### config.mk
export PLATFORM = sky130hd
export DESIGN_NAME = axis_spi_slave_bridge
export DESIGN_NICKNAME = d
export VERILOG_FILES = /design/src/rtl/axis_spi_pkg.sv /design/src/rtl/spi_input_sync.sv /design/src/rtl/axis_spi_slave_bridge.sv
export SDC_FILE = /design/constraint.sdc
export NUM_CORES = 1
export LEC_CHECK = 0
export CAP_MARGIN = 5
export CORE_AREA = 2 2 63 59
export CTS_CLUSTER_DIAMETER = 100
export DETAILED_ROUTE_END_ITERATION = 16
export DIE_AREA = 0 0 65 61
export PLACE_DENSITY_LB_ADDON = 0.15
export SETUP_SLACK_MARGIN = 0.05
export SYNTH_ARGS = -nofsm -noshare
export SYNTH_HDL_FRONTEND = slang
export SYNTH_SLANG_ARGS = --single-unit
### constraint.sdc
create_clock -name clk -period 2.2 [get_ports clk]
set_input_delay 0.33 -clock clk [delete_from_list [all_inputs] [get_ports clk]]
set_output_delay 0.33 -clock clk [all_outputs]
set_load 0.01 [all_outputs]
### src/rtl/axis_spi_pkg.sv
// rtl/axis_spi_pkg.sv - shared SPI bridge types and constants.
package axis_spi_pkg;

  typedef enum logic {
    IDLE   = 1'b0,
    ACTIVE = 1'b1
  } spi_state_t;

  // {CPOL, CPHA}
  localparam logic [1:0] SPI_MODE0 = 2'b00;

endpackage

### src/rtl/spi_input_sync.sv
// rtl/spi_input_sync.sv - multi-flop synchroniser for one async pin with edge detect.
module spi_input_sync #(
  parameter int   STAGES    = 2,
  parameter logic RESET_VAL = 1'b0
) (
  input  logic clk,
  input  logic sresetn,
  input  logic din,
  output logic level,
  output logic rise,
  output logic fall
);

  logic [STAGES-1:0] chain;
  logic              delayed;

  always_ff @(posedge clk) begin
    if (!sresetn) begin
      chain   <= {STAGES{RESET_VAL}};
      delayed <= RESET_VAL;
    end else begin
      chain   <= {chain[STAGES-2:0], din};
      delayed <= chain[STAGES-1];
    end
  end

  assign level = chain[STAGES-1];
  assign rise  = level & ~delayed;
  assign fall  = ~level & delayed;

endmodule

### src/rtl/axis_spi_slave_bridge.sv
// rtl/axis_spi_slave_bridge.sv - SPI mode-0 slave bridging to AXI-Stream rx/tx ports.
// Define AXIS_SPI_SLAVE_ERR_FLAGS_EN to add sticky overflow/underrun flags with err_clr.
module axis_spi_slave_bridge
  import axis_spi_pkg::*;
#(
  parameter int AXIS_BYTES  = 1,
  parameter int SYNC_STAGES = 2
) (
  input  logic                    clk,
  input  logic                    sresetn,
  output logic                    axis_i_tready,
  input  logic                    axis_i_tvalid,
  input  logic [AXIS_BYTES*8-1:0] axis_i_tdata,
  input  logic                    axis_o_tready,
  output logic                    axis_o_tvalid,
  output logic [AXIS_BYTES*8-1:0] axis_o_tdata,
  output logic                    axis_o_tuser,
  input  logic                    sck,
  input  logic                    cs_n,
  input  logic                    mosi,
  output logic                    miso,
  output logic                    miso_oe
`ifdef AXIS_SPI_SLAVE_ERR_FLAGS_EN
  ,
  input  logic                    err_clr,
  output logic                    overflow,
  output logic                    underrun
`endif
);

  localparam int N  = AXIS_BYTES * 8;
  localparam int CW = $clog2(N);
  localparam logic [CW-1:0] LAST = CW'(N - 1);

  logic sck_s, sck_rise, sck_fall;
  logic cs_s, cs_deassert, cs_assert;
  logic mosi_s, mosi_rise_unused, mosi_fall_unused;

  spi_input_sync #(.STAGES(SYNC_STAGES), .RESET_VAL(1'b0)) u_sck_sync (
    .clk(clk), .sresetn(sresetn), .din(sck),
    .level(sck_s), .rise(sck_rise), .fall(sck_fall)
  );

  // Idles high so miso_oe is low straight out of reset.
  spi_input_sync #(.STAGES(SYNC_STAGES), .RESET_VAL(1'b1)) u_cs_sync (
    .clk(clk), .sresetn(sresetn), .din(cs_n),
    .level(cs_s), .rise(cs_deassert), .fall(cs_assert)
  );

  spi_input_sync #(.STAGES(SYNC_STAGES), .RESET_VAL(1'b0)) u_mosi_sync (
    .clk(clk), .sresetn(sresetn), .din(mosi),
    .level(mosi_s), .rise(mosi_rise_unused), .fall(mosi_fall_unused)
  );

  spi_state_t    state, state_next;
  logic [N-1:0]  tx_sreg;
  logic [N-2:0]  rx_sreg;
  logic [CW-1:0] ctr;
  logic          word_done, first_word, load;

  logic sample_edge, shift_edge, active, rx_edge, tx_edge;
  logic word_last, word_cplt, o_accept;
  logic [N-1:0] rx_word;

  assign sample_edge = SPI_MODE0[0] ? sck_fall : sck_rise;
  assign shift_edge  = SPI_MODE0[0] ? sck_rise : sck_fall;
  // A cs_n rise in the same cycle as an sck edge suppresses the edge.
  assign active    = (state == ACTIVE) && !cs_deassert;
  assign rx_edge   = active && sample_edge;
  assign tx_edge   = active && shift_edge;
  assign word_last = (ctr == LAST);
  assign word_cplt = rx_edge && word_last;
  assign o_accept  = !axis_o_tvalid || axis_o_tready;
  assign rx_word   = {rx_sreg, mosi_s};

  always_ff @(posedge clk) begin
    if (!sresetn) state <= IDLE;
    else          state <= state_next;
  end

  always_comb begin
    state_next = state;
    load       = 1'b0;
    case (state)
      IDLE: begin
        if (cs_assert) begin
          state_next = ACTIVE;
          load       = 1'b1;
        end
      end
      ACTIVE: begin
        if (cs_deassert)                state_next = IDLE;
        else if (tx_edge && word_done) load       = 1'b1;
      end
      default: state_next = IDLE;
    endcase
  end

  assign axis_i_tready = load & axis_i_tvalid;
  assign miso          = tx_sreg[N-1];
  assign miso_oe       = ~cs_s;

  always_ff @(posedge clk) begin
    if (!sresetn) begin
      tx_sreg       <= '0;
      rx_sreg       <= '0;
      ctr           <= '0;
      word_done     <= 1'b0;
      first_word    <= 1'b0;
      axis_o_tvalid <= 1'b0;
      axis_o_tdata  <= '0;
      axis_o_tuser  <= 1'b0;
    end else begin
      if (load)         tx_sreg <= axis_i_tvalid ? axis_i_tdata : '0;
      else if (tx_edge) tx_sreg <= {tx_sreg[N-2:0], 1'b0};

      if (cs_deassert) begin
        ctr       <= '0;
        word_done <= 1'b0;
      end else if (rx_edge) begin
        rx_sreg   <= rx_word[N-2:0];
        ctr       <= word_last ? '0 : ctr + CW'(1);
        word_done <= word_last;
      end else if (tx_edge) begin
        word_done <= 1'b0;
      end

      if (cs_assert)                    first_word <= 1'b1;
      else if (word_cplt && o_accept)   first_word <= 1'b0;

      // Overflow keeps the held word; the new one is dropped.
      if (word_cplt && o_accept) begin
        axis_o_tdata  <= rx_word;
        axis_o_tvalid <= 1'b1;
        axis_o_tuser  <= first_word;
      end else if (axis_o_tready) begin
        axis_o_tvalid <= 1'b0;
      end
    end
  end

`ifdef AXIS_SPI_SLAVE_ERR_FLAGS_EN
  always_ff @(posedge clk) begin
    if (!sresetn) begin
      overflow <= 1'b0;
      underrun <= 1'b0;
    end else begin
      if (word_cplt && !o_accept) overflow <= 1'b1;
      else if (err_clr)           overflow <= 1'b0;
      if (load && !axis_i_tvalid) underrun <= 1'b1;
      else if (err_clr)           underrun <= 1'b0;
    end
  end
`endif

endmodule

==> impl_results.md, run 1 <==
* Leakage power at 0.7368 nW
* Hold WC Path Type: flip-flop to flip-flop
* Synth Net Count at 210
* Core area at around 3300 um2
* Clk buf depth at 2
* Remaining antenna violation count at 0
* Site row count at 20
* Synthesized area at ~1800 um2
* Final setup fails at 0
* MaxCap Viol Count at 0
* Crit-path cells: buf_4 > a41oi_4 > nor2_1 > clkdlybuf4s50_1
* Wire per inst at about 15 um
* Pwr Density at about 630 nW/um2
* Post-DP HPWL at 2750 um
* Drt drc at 0
* Register area share after synthesis at 0.4388
* Max-slew headroom at 0.5776
* Critical path endpoint category: output pin
* Vias at between 1500 and 2000
* CP Class: flip-flop to output pin
* Die X at 65 um
* CTS tree: built
* Hold path depth at 1
* Clk slew on worst S/H paths at approximately 0.070 ns
* Synth Register Bits at 39
* Grt ovf at 0
* Yosys warning total at 0
* Clock Skew at 0.004503 ns
* Compound-Gate Fraction of Synth Area at 0.2314
* CP max FO at 18
* Reg2reg start: ctr[0]
* Ys async rst share at 0
* Overall routing resource usage at 0.2276
* Synthesized-area fraction occupied by adder cells at 0.01406
* DIE AREA at slightly below 4000 um2
* Vias in the first global route at ~1500
* Final Critical Period at 2.039 ns
* Via-per-instance ratio at a little over 6
* Inserted Clock Buffers at 5
* Fin. max-slew vios at 0
* Routability cong. at a little under 0.8
* Initial core utilization at 0.5427
* Sink Count at 39
* Routed wire length at 4070 um
* Number of I/O pins at 28
* CTS root buf: clkbuf_8
* Crit path DAT at approximately 1.7 ns
* Post-Synthesis Cells at slightly below 200
* Worst setup startpoint: state
* Final #Nets at between 200 and 250
* Synth Flop Type: dfxtp_1
* Post-synth EDFFs at 0
* Synth top area cells: dfxtp_1, o31ai_1, nand4_1, a21oi_1, mux2i_1
* Clock Latency Late Sink at a little under 0.3 ns
* Mux cell area share after synthesis at 0.04501
* Iteration-0 DRC Markers at about 130
* Final period util at 0.9267
* Critical-path top delay cell: clkdlybuf4s50_1
* Startpoint types: flip-flop
* Drt first pass iters at 4
* Outcome: finished, final reports clean
* Least-Margin Pin Slew at 0.6329 ns
* RSZ-0062 raised after global routing: no
* Largest family of logic cells by synthesized area: compound AO/OA/AOI/OAI gates
* Die Y at slightly above 60 um
* H-tree Lvls at 2
* Share of the synthesized area in the top cell type at 0.4388
* Largest area contributor in the netlist: dfxtp_1
* Port bufs at 27
* R2R cell count at 5
* Max VDD drop at 0.4720 mV
* Mean Syn Cell Area at slightly above 9 um2
* Share of layout cells above drive strength 1 at 0.09589
* Setup TNS at 0 ns
* Synth cell types at 28
* Final hold vios at 0
* Antenna violations before repair at 0
* Xor and xnor area share after synthesis at 0
* Ant diodes at 0
* Fmax achieved at between 0.4 and 0.5 GHz
* Area Growth Syn to Fin at 22.43%
* First-pass GRT wire length at between 6000 and 7000 um
* CP peak stage delay at 0.53 ns
* CP Data Required Time at between 1.5 and 2 ns
* Hold Crit Start: u_cs_sync.chain[0]
* Cts hold-fix bufs at 0
* Pre-CTS WS at between 0.3 and 0.4 ns
* Largest net degree at the start of global routing at 24
* Simple-gate share of the synthesized area at 0.1913
* Final worst slack at roughly 0.16 ns
[layout make-up]
class                   count  area, um2
fillers                   279       1100
multi-input cells         125      863.3
flip-flops and latches     39      780.7
repair buffers             36      337.8
clock buffers               8      100.1
well taps                  44      55.05
inverters                  11      41.29
[layout by cell type, fill, tap and decap left out, types with 2 or more instances in the layout]
master	netlist	layout
a21oi_1	22	22
a221oi_1	7	7
and2_1	11	11
buf_4	0	9
clkbuf_8	0	7
clkdlybuf4s50_1	0	27
dfxtp_1	39	39
ha_1	2	2
inv_1	11	11
mux2i_1	8	8
nand2_1	5	5
nand2b_1	5	5
nand4_1	20	20
nor2_1	4	4
nor2b_1	3	3
o21ai_0	7	7
o31ai_1	21	21
[Yosys cell counts, drive strengths merged, types with 2 or more instances]
library cell / instances
mux2i: 8
buf: 10
nor2: 4
a221oi: 7
a21oi: 22
o21ai: 8
nand2b: 5
nand2: 5
nor2b: 3
o31ai: 21
clkbuf: 8
nand4: 20
ha: 2
and2: 11
inv: 11
dfxtp: 39
[critical path, delay by kind of cell, from the launching register on]
kind | cells | cell delay, ns
compound gates | 1 | 0.13
buf+inv | 2 | 0.78
flops | 1 | 0.38
simple gates | 1 | 0.12
[layer usage]
metal	share of wire	global-route usage
met2	0.48	0.3549
met5	0	0
met3	0.061	0.06308
met4	0.017	0.08815
met1	0.45	0.3038
[cell families after synthesis]
family                   Yosys count
multiplexers                       8
buffers and inverters             29
AND/OR/NAND/NOR                   54
adder cells (fa/ha/maj)            2
AO/OA/AOI/OAI                     61
flip-flops                        39
[stage by stage]
step / std cells / cell area, um2 / hold WS, ns / power [mW] / utilization
2_1_floorplan: 193 / 1779 / 0.3863 / 0.8096 / -
3_3_place_gp: 255 / 2072 / 0.4055 / 0.8511 / 0.6321
3_5_place_dp: 255 / 2072 / 0.4104 / 0.8571 / 0.6321
4_1_cts: 263 / 2172 / 0.4276 / 1.374 / 0.6626
5_1_grt: 263 / 2178 / 0.4463 / 1.423 / 0.6645
6_report: 263 / 2178 / 0.4215 / 1.368 / 0.6645
[registers in the layout (all words and copies together), names as in the netlist, 2 cells and up]
name / cells
rx_sreg: 7
tx_sreg: 8
axis_o_tdata: 8
u_mosi_sync.chain: 2
u_sck_sync.chain: 2
u_cs_sync.chain: 2
ctr: 3
[power by group]
| part | total, mW | switching, mW | internal [mW] |
|---|---|---|---|
| Clock | 0.524 | 0.238 | 0.286 |
| Combinational | 0.111 | 0.0571 | 0.0543 |
| Sequential | 0.732 | 0.0106 | 0.721 |
| Total | 1.37 | 0.306 | 1.06 |
[repair_timing]
item | 4_1_cts | 5_1_grt
gates resized for setup | 0 | 1
buffers inserted | 0 | 0
endpoints found under the setup margin | 0 | 1
[path summary, 6_finish.rpt]
| kind | end | slack, ns |
|---|---|---|
| worst max-delay path | axis_i_tready | 0.16 |
| worst max register to register | axis_o_tdata[4] | 0.57 |
| worst min-delay path | u_cs_sync.chain[1] | 0.42 |
| worst min register to register | u_cs_sync.chain[1] | 0.42 |
Note: power is estimated with default switching activity, not from simulation.
==> run 2: changes to the inputs <==
--- a/config.mk
+++ b/config.mk
@@ -5,7 +5,6 @@
 export SDC_FILE = /design/constraint.sdc
 export NUM_CORES = 1
 export LEC_CHECK = 0
-export CAP_MARGIN = 5
 export CORE_AREA = 2 2 63 59
 export CTS_CLUSTER_DIAMETER = 100
 export DETAILED_ROUTE_END_ITERATION = 16
==> results of run 2 <==
Same layout as run 1: the final DEF is identical, and so are final timing and power.
